**src/rtl/bpsk_bit_framer.sv**
```systemverilog
// Purpose : BPSK frame builder. Sends preamble, sync word, length byte, payload
//           (and CRC-8 when BPSK_FRAMER_CRC8_EN is defined), MSB-first, one bit
//           per SAMPLES_PER_BIT clocks.
// Latency : the first preamble bit is on bit_out in the cycle after start is
//           accepted. done pulses in the cycle after the last bit period ends.
// Backpressure: s_ready is high only while busy, the holding byte is empty and
//           fewer than len bytes have been accepted. If a payload byte is
//           missing at its boundary, the frame aborts with an underrun pulse.
//
// Ports:
//   clk, rst         clock; synchronous active-high reset
//   start, len       frame request (sampled in IDLE only), payload byte count
//   s_data/s_valid/s_ready   payload byte stream (valid/ready)
//   bit_out, bit_valid       serial bit and enable toward the modulator
//   busy, done, underrun     frame status; done/underrun are 1-cycle pulses
//
// Optional macro: BPSK_FRAMER_CRC8_EN appends CRC-8 (poly 0x07, init 0x00)
// computed over the length byte and the payload bytes.
// SAMPLES_PER_BIT should be a whole multiple of the modulator carrier period,
// so that phase flips land on carrier-period boundaries.

module bpsk_bit_framer #(
  parameter int          SAMPLES_PER_BIT = 64,
  parameter logic [15:0] PREAMBLE        = 16'hAAAA,
  parameter int          PREAMBLE_BITS   = 16,
  parameter logic [7:0]  SYNC_WORD       = 8'hE5
) (
  input  logic       clk,
  input  logic       rst,
  input  logic       start,
  input  logic [7:0] len,
  input  logic [7:0] s_data,
  input  logic       s_valid,
  output logic       s_ready,
  output logic       bit_out,
  output logic       bit_valid,
  output logic       busy,
  output logic       done,
  output logic       underrun
);

  localparam int             SCW         = (SAMPLES_PER_BIT > 1) ? $clog2(SAMPLES_PER_BIT) : 1;
  localparam logic [SCW-1:0] SAMPLE_LAST = SCW'(SAMPLES_PER_BIT - 1);
  // The preamble occupies the low PREAMBLE_BITS bits of PREAMBLE. It is
  // left-justified here so every field shifts out of bit 15.
  localparam logic [15:0]    PRE_ALIGNED = PREAMBLE << (16 - PREAMBLE_BITS);
  localparam logic [3:0]     PRE_LAST    = 4'(PREAMBLE_BITS - 1);

  typedef enum logic [2:0] {
    S_IDLE,
    S_PREAMBLE,
    S_SYNC,
    S_LENGTH,
    S_PAYLOAD
`ifdef BPSK_FRAMER_CRC8_EN
    , S_CRC
`endif
  } state_t;

  state_t         state_q, state_d;
  logic [SCW-1:0] sample_cnt;
  logic [3:0]     bit_cnt;         // bits left in the current field, minus one
  logic [15:0]    shift_q;
  logic [7:0]     len_q;
  logic [7:0]     hold_q;
  logic           hold_full;
  logic [8:0]     bytes_accepted;
  logic [8:0]     bytes_sent;
  logic           done_q;
  logic           underrun_q;

  logic           bit_end;
  logic           field_end;
  logic           payload_left;
  logic           load_en;
  logic [15:0]    load_val;
  logic [3:0]     load_last;
  logic           pop_hold;
  logic           fire_done;
  logic           fire_underrun;
  logic           xfer;

`ifdef BPSK_FRAMER_CRC8_EN
  logic [7:0] crc_q;

  // Fold one byte into the running CRC, MSB-first.
  function automatic logic [7:0] crc8_byte(input logic [7:0] crc, input logic [7:0] d);
    logic [7:0] c;
    c = crc ^ d;
    for (int i = 0; i < 8; i++) begin
      c = c[7] ? ((c << 1) ^ 8'h07) : (c << 1);
    end
    return c;
  endfunction
`endif

  assign bit_end      = (sample_cnt == SAMPLE_LAST);
  assign field_end    = bit_end && (bit_cnt == 4'd0);
  assign payload_left = (bytes_sent < {1'b0, len_q});

  assign busy      = (state_q != S_IDLE);
  assign bit_valid = busy;
  assign bit_out   = busy & shift_q[15];
  assign s_ready   = busy && !hold_full && (bytes_accepted < {1'b0, len_q});
  assign done      = done_q;
  assign underrun  = underrun_q;
  assign xfer      = s_valid && s_ready;

  always_ff @(posedge clk) begin
    if (rst) state_q <= S_IDLE;
    else     state_q <= state_d;
  end

  always_comb begin
    state_d       = state_q;
    load_en       = 1'b0;
    load_val      = 16'h0000;
    load_last     = 4'd7;
    pop_hold      = 1'b0;
    fire_done     = 1'b0;
    fire_underrun = 1'b0;
    case (state_q)
      S_IDLE: begin
        if (start) begin
          state_d   = S_PREAMBLE;
          load_en   = 1'b1;
          load_val  = PRE_ALIGNED;
          load_last = PRE_LAST;
        end
      end
      S_PREAMBLE: begin
        if (field_end) begin
          state_d  = S_SYNC;
          load_en  = 1'b1;
          load_val = {SYNC_WORD, 8'h00};
        end
      end
      S_SYNC: begin
        if (field_end) begin
          state_d  = S_LENGTH;
          load_en  = 1'b1;
          load_val = {len_q, 8'h00};
        end
      end
      S_LENGTH, S_PAYLOAD: begin
        if (field_end) begin
          if (payload_left) begin
            // A byte boundary: the next byte must already be waiting in hold.
            if (hold_full) begin
              state_d  = S_PAYLOAD;
              load_en  = 1'b1;
              load_val = {hold_q, 8'h00};
              pop_hold = 1'b1;
            end else begin
              state_d       = S_IDLE;
              fire_underrun = 1'b1;
            end
          end else begin
`ifdef BPSK_FRAMER_CRC8_EN
            state_d  = S_CRC;
            load_en  = 1'b1;
            load_val = {crc_q, 8'h00};
`else
            state_d   = S_IDLE;
            fire_done = 1'b1;
`endif
          end
        end
      end
`ifdef BPSK_FRAMER_CRC8_EN
      S_CRC: begin
        if (field_end) begin
          state_d   = S_IDLE;
          fire_done = 1'b1;
        end
      end
`endif
      default: state_d = S_IDLE;
    endcase
  end

  always_ff @(posedge clk) begin
    if (rst) begin
      sample_cnt     <= '0;
      bit_cnt        <= 4'd0;
      shift_q        <= 16'h0000;
      len_q          <= 8'h00;
      hold_q         <= 8'h00;
      hold_full      <= 1'b0;
      bytes_accepted <= 9'd0;
      bytes_sent     <= 9'd0;
      done_q         <= 1'b0;
      underrun_q     <= 1'b0;
    end else begin
      done_q     <= fire_done;
      underrun_q <= fire_underrun;

      if (state_q == S_IDLE) sample_cnt <= '0;
      else if (bit_end)      sample_cnt <= '0;
      else                   sample_cnt <= sample_cnt + 1'b1;

      if (load_en) begin
        shift_q <= load_val;
        bit_cnt <= load_last;
      end else if (bit_end) begin
        shift_q <= {shift_q[14:0], 1'b0};
        bit_cnt <= bit_cnt - 1'b1;
      end

      // pop and xfer are mutually exclusive: s_ready needs an empty hold.
      if (pop_hold) begin
        hold_full  <= 1'b0;
        bytes_sent <= bytes_sent + 9'd1;
      end else if (xfer) begin
        hold_q         <= s_data;
        hold_full      <= 1'b1;
        bytes_accepted <= bytes_accepted + 9'd1;
      end

      if (state_q == S_IDLE && start) begin
        len_q          <= len;
        hold_full      <= 1'b0;
        bytes_accepted <= 9'd0;
        bytes_sent     <= 9'd0;
      end
    end
  end

`ifdef BPSK_FRAMER_CRC8_EN
  // The CRC advances as each covered byte is loaded for transmission.
  always_ff @(posedge clk) begin
    if (rst) begin
      crc_q <= 8'h00;
    end else if (state_q == S_IDLE && start) begin
      crc_q <= 8'h00;
    end else if (state_q == S_SYNC && field_end) begin
      crc_q <= crc8_byte(crc_q, len_q);
    end else if (pop_hold) begin
      crc_q <= crc8_byte(crc_q, hold_q);
    end
  end
`endif

endmodule
```
**config.mk**
```make
export PLATFORM = sky130hd
export DESIGN_NAME = bpsk_bit_framer
export DESIGN_NICKNAME = d
export VERILOG_FILES = /design/src/rtl/bpsk_bit_framer.sv
export SDC_FILE = /design/constraint.sdc
export NUM_CORES = 1
export LEC_CHECK = 0
export CAP_MARGIN = 15
export CORE_ASPECT_RATIO = 0.9
export CORE_MARGIN = 4
export CORE_UTILIZATION = 39
export DETAILED_ROUTE_END_ITERATION = 8
export SYNTH_ARGS = -nofsm -noshare
export SYNTH_HDL_FRONTEND = slang
export SYNTH_SLANG_ARGS = --single-unit
```
**constraint.sdc**
```tcl
create_clock -name clk -period 2.4 [get_ports clk]
set_input_delay 0.36 -clock clk [delete_from_list [all_inputs] [get_ports clk]]
set_output_delay 0.36 -clock clk [all_outputs]
set_load 0.005 [all_outputs]
```
==> impl_results.md, run 1 <==
* Status: complete, no violations
* Worst Path Required at between 2 and 3 ns
* Initial core utilization at 40.87%
* Setup WS post-layout at 0.08775 ns
* Hold Slack at 0.4552 ns
* Worst relative slew slack at 69.89%
* CP peak stage delay at 0.53 ns
* Area growth, synth to finish at 20.88%
* DP Area at between 3000 and 4000 um2
* Max rail drop VDD at 0.3036 mV
* Endpoints failing setup at 0
* Yosys Warn Count at 0
* Worst-Skew Late Latency at about 0.33 ns
* Vias at 2810
* H-tree depth at 3
* RD Place Congestion at 0.8715
* Total core area at just over 8000 um2
* Worst-margin pin slew at 0.4506 ns
* Post-route clock period utilization at a little over nine tenths
* Setup TNS Final at 0 ns
* Startpoint Class: flop
* Ranking of synthesized cells by area: dfxtp_1 (39%), ha_1 (7.1%), mux2i_1 (6.6%)
* DRC Markers at 0
* Iteration-0 DRC count of the detailed router at 145
* Ant. Diodes at 0
* Initial antenna violation count at 0
* Skew final at 0.007936 ns
* Clock Sinks at 65
* DR pass1 iterations at 4
* Slew Viols, Final at 0
* CTS Buf Count at 9
* Clock buffer depth at 2
* Hold crit path type: flop to flop
* Max frequency at 432.5 MHz
* DP Wirelength at between 5 and 6 mm
* Part of the Yosys area used for sequential elements at 38.91%
* I/O pin cnt at 26
* DIE AREA at about 10000 um2
* Worst-path cell chain: inv_1, ha_4, or4_4, buf_4, a211oi_4, nand4_1, or3_1, a21oi_1
* Final nets at between 400 and 500
* Pwr Density at 553.5 nW/um2
* Die height at 95.85 um
* Post-synthesis cell count at 390
* WP buf/inv at 2
* Layout cell share with drive strength beyond 1 at 15.28%
* Synthesized net count at about 430
* Post-synth top area share at 38.91%
* Post-synth top area cell: dfxtp_1
* GRT Overall Usage at 16.77%
* Synthesized area at 3344 um2
* Crit-path max FO at 6
* Synth cell types at 48
* Post-route ant nets at 0
* PortBufs at 25
* Chip Width at 105.6 um
* Final hold vios at 0
* Cell Rows at 31
* Worst-path clk slew at 0.07 ns
* Dpl ws at 0.1324 ns
* Leakage at 1.653 nW
* Final instance area at between 4000 and 5000 um2
* Min cycle time layout at 2.312 ns
* Root Driver: clkbuf_8
* CP max stage cell: or4_4
* CTS tree: done
* DR vias/cell at 5.137
* Mean post-synth cell area at ~8.6 um2
* Total grt overflow at 0
* Vias in the first global route at 2734
* Critical path class: flop to flop
* #FFs+latches synth at 65
* Final wirelength at 7.870 mm
* Setup crit end kind: flop
* Delay-heaviest family, CP: simple AND/OR/NAND/NOR gates
* Worst EP arrival at 2.58 ns
* Max_cap viols at 0
* WL per Instance at 14.39 um
* RSZ-0062 raised after global routing: true
* First-pass GRT wire length at 13.59 mm
* Pin count of the biggest net entering global routing at 29
[where the power goes]
group	switching [mW]	internal, mW	leakage, nW
registers	0.0303	1.12	0.531
logic	0.148	0.134	1.04
clock network	0.416	0.393	0.0802
[placed cells by master (no fill, tap or decap), types with 4 or more instances in the layout]
| master | count |
|---|---|
| nor2b_1 | 4 |
| mux2i_1 | 22 |
| clkbuf_8 | 10 |
| nand2_1 | 46 |
| a211o_1 | 4 |
| a211oi_1 | 7 |
| buf_4 | 24 |
| o21ai_0 | 7 |
| dfxtp_2 | 5 |
| nor3_1 | 9 |
| xnor2_1 | 6 |
| ha_1 | 17 |
| nand3_1 | 9 |
| nand2b_1 | 4 |
| clkdlybuf4s50_1 | 24 |
| or3_1 | 15 |
| and3_1 | 6 |
| xor2_1 | 9 |
| a21oi_1 | 39 |
| dfxtp_1 | 60 |
| nand4_1 | 5 |
| inv_1 | 14 |
| nor2_1 | 33 |
| a31oi_1 | 5 |
[sequential cells by signal (all words and copies together), names as in the netlist]
name and count:
state_q 3, bytes_accepted 9, hold_full 1, bit_cnt 4
underrun 1, bytes_sent 9, len_q 8, done 1
sample_cnt 6, shift_q 15, hold_q 8
[cell usage after synthesis, drive strengths merged]
cell,number
mux2i,22
clkbuf,12
ha,19
and2,3
a2111oi,1
o21ai,8
nand2,47
nand3,10
or3b,1
or4b,1
o21a,2
o2111ai,1
xor2,9
a211oi,8
or2,4
o2111a,1
nor2,33
or3,15
a21oi,41
inv,15
dfxtp,65
and3,6
a21o,3
nand2b,4
a211o,4
nor3b,2
or4,2
nand4b,1
xnor2,6
and4,1
nor2b,4
a31o,2
a31oi,5
nor3,10
o31ai,1
nand3b,1
nand4,5
nor4,4
buf,11
[worst reg2reg max path: cells and delay by family, from the launching register on]
family / cells / cell delay (ns)
compound gates: 2 / 0.45
simple gates: 3 / 1.05
fa+ha+maj: 1 / 0.17
flops: 1 / 0.34
buf+inv: 2 / 0.25
[layout make-up]
class                      count  area [um2]
fill                         797        4141
multi-input combinational    287        1916
sequential                    65        1308
timing repair buffer          50       449.2
tap                          115       143.9
clock buffer                  10       137.6
inverter                      15       56.30
clock inverter                 5       32.53
[per-stage QoR]
stage                     std cells  total power, mW  util, %
after floorplan                 390            1.337        -
after global placement          529            1.438    46.43
after detailed placement        529            1.441    46.43
after CTS                       545            2.264    48.71
after global routing            547            2.364    49.40
final                           547            2.238    49.40
[final timing paths]
kind / depth (start not counted) / slack (ns) / endpoint / from
max: 8 / 0.09 / bytes_accepted[7] / len_q[7]
min: 1 / 0.46 / sample_cnt[0] / sample_cnt[0]
max reg2reg: 8 / 0.09 / bytes_accepted[7] / len_q[7]
min reg2reg: 1 / 0.46 / sample_cnt[0] / sample_cnt[0]
[routing by layer]
| metal | vias to the layer above | global-route usage (%) | routed length, um |
|---|---|---|---|
| met2 | 56 | 25.85 | 3354 |
| met1 | 1317 | 23.36 | 4039 |
| met5 | - | 0 | 0 |
| li1 | 1433 | - | - |
| met3 | 4 | 3.622 | 408 |
| met4 | 0 | 5.717 | 68 |
[cells by family (layout without fill, tap and decap cells)]
| kind of cell | count (synthesis) | in the layout | share of synthesized area (%) |
|---|---|---|---|
| AOI/OAI and AO/OA | 77 | 77 | 14.81 |
| xor gates and xnor gates | 15 | 15 | 3.928 |
| adders and majority gates | 19 | 19 | 7.108 |
| buffers and inverters | 38 | 80 | 5.162 |
| DFF | 65 | 65 | 38.91 |
| muxes | 22 | 22 | 6.584 |
| and+or+nand+nor | 154 | 154 | 23.49 |
[what timing repair did]
action                     4_1_cts  5_1_grt
pin swaps                        2        3
hold buffers                     0        0
setup endpoints to repair        1       16
buffers inserted                 1        2
gates resized for setup          6       10
hold endpoints to repair         0        0
Power figures use the tool's default switching activity.
==> run 2, diff against run 1 <==
Settings changed: PLACE_DENSITY set to 0.56.
==> run 2 against run 1 <==
  * Critical path type is now flop to primary output
  * Non-clock buffer count up 1
  * Via count decreased by 0.11%
  * Critical endpoint is now s_ready
  * Sequential power about the same
  * Sequential share of layout area barely moved
  * Clock skew rose by 0.0019 ns
  * Count of clock-buffer cells in the layout rose by 2
  * Fmax increased by 1.3%
==> impl_results.md, run 2 (synthesis gave the netlist of run 1 again) <==
* CP Launch Point: len_q[7]
* Worst-margin pin slew at 0.4872 ns
* CP most frequent cell: inv_1
* Post-route ant nets at 0
* DIE AREA at about 10000 um2
* H-tree depth at 3
* RSZ-0062 raised after global routing: false
* Commonest cells after routing, fill and taps aside: dfxtp_1 (62), nand2_1 (46), a21oi_1 (40), nor2_1 (33), buf_4 (25)
* First-pass GRT wire length at 12.81 mm
* CP max stage cell: or4_4
* Initial core utilization at a little over 40%
* Total grt overflow at 0
* WL per Instance at 14.26 um
* CP peak stage delay at 0.55 ns
* Leakage at about 1.7 nW
* Endpoints failing setup at 0
* Setup TNS Final at 0 ns
* Worst R2R Start: len_q[1]
* PortBufs at 25
* Startpoint Class: flop
* DP Area at roughly 3800 um2
* Clock buffer depth at 2
* Pwr Density at 562.3 nW/um2
* Worst Path Required at 2.04 ns
* DR pass1 iterations at 4
* Clock Sinks at 65
* Final nets at 468
* CTS tree: done
* Post-route clock period utilization at 95.15%
* Final hold vios at 0
* Vias in the first global route at approximately 2.6k
* Ant. Diodes at 0
* Initial antenna violation count at 0
* Chip Width at about 110 um
* Layout cell share with drive strength beyond 1 at 13.82%
* Worst-Skew Late Latency at around 0.35 ns
* Worst relative slew slack at ~67%
* GRT Overall Usage at 16.38%
* RD Place Congestion at 0.8906
* DRC Markers at 0
* DP Wirelength at 5.827 mm
* Cell Rows at 31
* Setup crit end kind: primary output
* Max frequency at 437.9 MHz
* Root Driver: clkbuf_8
* Critical path class: flop to primary output
* Final wirelength at 7.830 mm
* Hold crit path type: flop to flop
* Max rail drop VDD at 0.2611 mV
* Worst EP arrival at between 1.5 and 2 ns
* CTS Buf Count at 9
* Total core area at around 8000 um2
* DR vias/cell at 5.113
* Final instance area at just over 4000 um2
* Max_cap viols at 0
* Worst-path clk slew at 0.07 ns
* Hold Startpoint: sample_cnt[0]
* Number of flip-flops in the largest register at 15
* Pin count of the biggest net entering global routing at 26
* Delay-heaviest family, CP: simple AND/OR/NAND/NOR gates
* Most common cell after layout, fill and taps aside: dfxtp_1
* Die height at 95.85 um
* Reg with most FFs: shift_q
* Iteration-0 DRC count of the detailed router at 89
* Worst-path cell chain: inv_1, ha_4, or4_4, a21oi_2, nand2_1, inv_1, dlygate4sd2_1
* Status: complete, no violations
* Slew Viols, Final at 0
* WP buf/inv at 3
* Largest regs: shift_q: 15 flops, bytes_accepted: 9 flops, bytes_sent: 9 flops
* Min cycle time layout at 2.284 ns
* Crit-path max FO at 3
* I/O pin cnt at 26
* Vias at 2807
* Skew final at 0.009873 ns
* Area growth, synth to finish at 20.50%
==> run 2: area by class of cell <==
type	count	area, um2
multi-input cells	287	1894
clock buffers	12	145.1
fillers	807	4154
clock inverters	4	28.78
repair buffers	51	456.7
well taps	115	143.9
flip-flops and latches	65	1305
inverters	15	56.30
==> run 2: metal layers <==
metal  share of wire [%]  global-route usage [%]  wire length, um
met5                   0                       0                0
met1                  51                   23.03             3990
met2                  42                   24.89             3326
met3                 5.2                   3.689              406
met4                 1.4                   5.502              107
==> run 2: what timing repair did <==
action / in CTS / in global routing
buffers inserted: 1 / 0
gates cloned: 0 / 0
hold buffers: 0 / 0
setup endpoints to repair: 1 / 1
pin swaps: 2 / 0
resized for setup: 6 / 4
endpoints found under the hold margin: 0 / 0
==> run 2: worst register-to-register path: stages (launching register included) <==
cell	delay [ns]
dfxtp_1	0.37
inv_1	0.08
ha_1	0.28
nand2_1	0.04
o21ai_0	0.24
a21oi_1	0.18
o2111a_2	0.30
buf_12	0.16
or4_1	0.46
o21ai_0	0.08
==> run 2: through the flow <==
stage / hold slack, ns / setup slack, ns / total power [mW] / cells / utilization, %
floorplan: 0.4132 / 0.2949 / 1.337 / 390 / -
global placement: 0.4252 / 0.1494 / 1.446 / 532 / 46.71
detailed placement: 0.4479 / 0.1422 / 1.450 / 532 / 46.71
CTS: 0.4619 / 0.05523 / 2.298 / 549 / 49.03
global route: 0.4737 / 0.009374 / 2.385 / 549 / 49.24
finish: 0.4493 / 0.1164 / 2.266 / 549 / 49.24
==> run 2: path summary, 6_finish.rpt <==
kind / cells past startpoint / slack (ns) / end
hold reg to reg: 1 / 0.45 / sample_cnt[0]
hold / removal: 1 / 0.45 / sample_cnt[0]
setup / recovery: 7 / 0.12 / s_ready
setup reg to reg: 9 / 0.13 / bit_cnt[3]
==> run 2: power by group <==
part	internal (mW)	total (mW)	switching (mW)
combinational	0.135	0.284	0.149
clock	0.404	0.837	0.433
sequential	1.12	1.14	0.0285
==> run 3, diff against run 2 <==
Settings changed: CORE_UTILIZATION 39 to 45, PLACE_DENSITY 0.56 to 0.63.
Clock period 2.4 ns to 2.56 ns, I/O delays scaled along.
==> run 3 against run 2 <==
  * Via count decreased by 0.68%
  * Non-clock buffer count is 6 lower
  * Largest power group unchanged
  * Register-to-register slack improved by 0.07 ns
  * Cell count shrank 5.1%
  * Wire length decreased by 0.97%
  * Critical path depth rose by 1
  * Global-route usage grew 2.1 points
  * Sequential power decreased by 6%
  * First-iteration DRC count increased by 42%
  * Clock skew up 0.00069 ns
  * Sequential cell count did not move
==> impl_results.md, run 3 (synthesis gave the netlist of run 1 again) <==
* Slew Viols, Final at 0
* Hold Slack at 0.4505 ns
* Hold Startpoint: sample_cnt[0]
* Root Driver: clkbuf_8
* Reg with most FFs: shift_q
* Final core occ at 55.70%
* Leakage at approximately 1.6 nW
* Vias in the first global route at 2714
* Cell Rows at 29
* Filler cells at 652
* Clock Sinks at 65
* Worst-margin pin slew at 0.5973 ns
* Dpl ws at ~0.28 ns
* R2R Setup Slk at between 0.2 and 0.25 ns
* DR pass1 iterations at 4
* Chip Width at around 99 um
* Skew final at 0.01056 ns
* GRT Overall Usage at about 19%
* Pin count of the biggest net entering global routing at 23
* Post-route ant nets at 0
* Total grt overflow at 0
* Largest regs: shift_q: 15 flops, bytes_accepted: 9 flops, bytes_sent: 9 flops
* Hold path endpoint: sample_cnt[0]
* Pint at 1.535 mW
* Clock power share at 37.2%
* Worst relative slew slack at approximately three fifths
* Worst reg2reg path depth at 8
* Reg area at 1305 um2
* DR vias/cell at about 5.4
* Final instance area at 3981 um2
* Most common cell after layout, fill and taps aside: dfxtp_1
* Min cycle time layout at between 2 and 2.5 ns
* Pwr Density at 537.3 nW/um2
* DIE AREA at 8877 um2
* Worst R2R Start: len_q[7]
* Placed cells at between 500 and 600
* Sw power at 604.3 uW
* Initial core utilization at 46.79%
* Hold crit path type: flop to flop
* Final nets at 462
* WL per Instance at 14.88 um
* Commonest cells after routing, fill and taps aside: dfxtp_1 (62), nand2_1 (46), a21oi_1 (39), nor2_1 (33), clkdlybuf4s50_1 (24)
* DP Area at 3742 um2
* RD Place Congestion at 0.8256
* Combined area of the multi-input logic cells at 1909 um2
* Max rail drop VDD at between 0.3 and 0.4 mV
* Max_cap viols at 0
* CTS Buf Count at 9
* Setup crit end kind: flop
* DP Wirelength at 5.614 mm
* Crit Reg-Reg Endpoint: bytes_accepted[7]
* Hold Crit Depth at 1
* H-tree depth at 3
* PortBufs at 25
* DRC Markers at 0
* Worst EP arrival at 2.64 ns
* Sw Ratio at about 28%
* Max frequency at 424.6 MHz
* Startpoint Class: flop
* Final wirelength at ~7.8 mm
* Iteration-0 DRC count of the detailed router at around 130
* Initial antenna violation count at 0
* Layout cell share with drive strength beyond 1 at 14.02%
* Setup WS post-layout at 0.2049 ns
* Worst-Skew Late Latency at around 0.35 ns
* CTS tree: done
* Post-route clock period utilization at 92.00%
* Number of flip-flops in the largest register at 15
* Endpoints failing setup at 0
* Status: complete, no violations
* Clock buffer depth at 2
* Final hold vios at 0
* First-pass GRT wire length at 13.41 mm
* Vias at 2788
* Critical path class: flop to flop
* Setup TNS Final at 0 ns
* Crit-path max FO at 7
* Logic pwr share at 12.6%
* Worst Path Required at approximately 2.8 ns
* Total core area at a little over 7000 um2
* Area growth, synth to finish at 19.04%
* Non-Filler Instances at ~520
* I/O pin cnt at 26
* Die height at 89.79 um
* Ant. Diodes at 0
* Sequential share of power at 50.2%
* Power Total at 2.139 mW
* Worst-path clk slew at around 0.070 ns
* RSZ-0062 raised after global routing: false
-- run 3: cell count changes in the layout (fill, tap and decap cells not counted), sizes merged --
cell          before  now
dlygate4sd2        1    0
clkinv             2    3
clkbuf            12    9
inv               15   17
dlymetal6s2s       0    1
buf               26   20
-- run 3: critical path: stages, from the launching register on --
cell      delay, ns
dfxtp_2        0.34
inv_2          0.05
ha_1           0.19
or4_4          0.54
buf_4          0.16
a211oi_4       0.38
nand4_1        0.15
or3_1          0.36
a21oi_1        0.14
-- run 3: power by group through the flow --
stage               Combinational (mW)  Clock (mW)  Sequential, mW
CTS                              0.265       0.819            1.07
detailed placement               0.257           0            1.10
floorplan                        0.167           0            1.09
global route                     0.301       0.865            1.08
finish                           0.270       0.796            1.07
global placement                 0.255           0            1.10
-- run 3: final cells by class --
class	instances	share of cell area [%]
multi-input combinational	287	47.96
sequential	65	32.78
tap	93	2.923
timing repair buffer	45	10.43
clock inverter	7	1.383
clock buffer	9	3.111
inverter	15	1.414
-- run 3: how the worst max path moves through the flow --
stage / start / to
after floorplan: len_q[7] / bytes_accepted[7]
after global placement: len_q[7] / s_ready
after detailed placement: len_q[7] / s_ready
after CTS: len_q[7] / s_ready
after global routing: len_q[6] / shift_q[12]
final: len_q[7] / bytes_accepted[7]
-- run 3: layer usage --
layer | wire length (um) | global-route usage, %
met5 | 0 | 0
met2 | 3313 | 27.18
met4 | 43 | 5.802
met3 | 524 | 4.567
met1 | 3872 | 26.61
-- run 3: timing repair --
item                       in CTS  in global routing
hold buffers                    0                  0
setup endpoints to repair       1                  1
setup buffers                   2                  0
resized for setup               7                  6
pin swaps                       2                  1
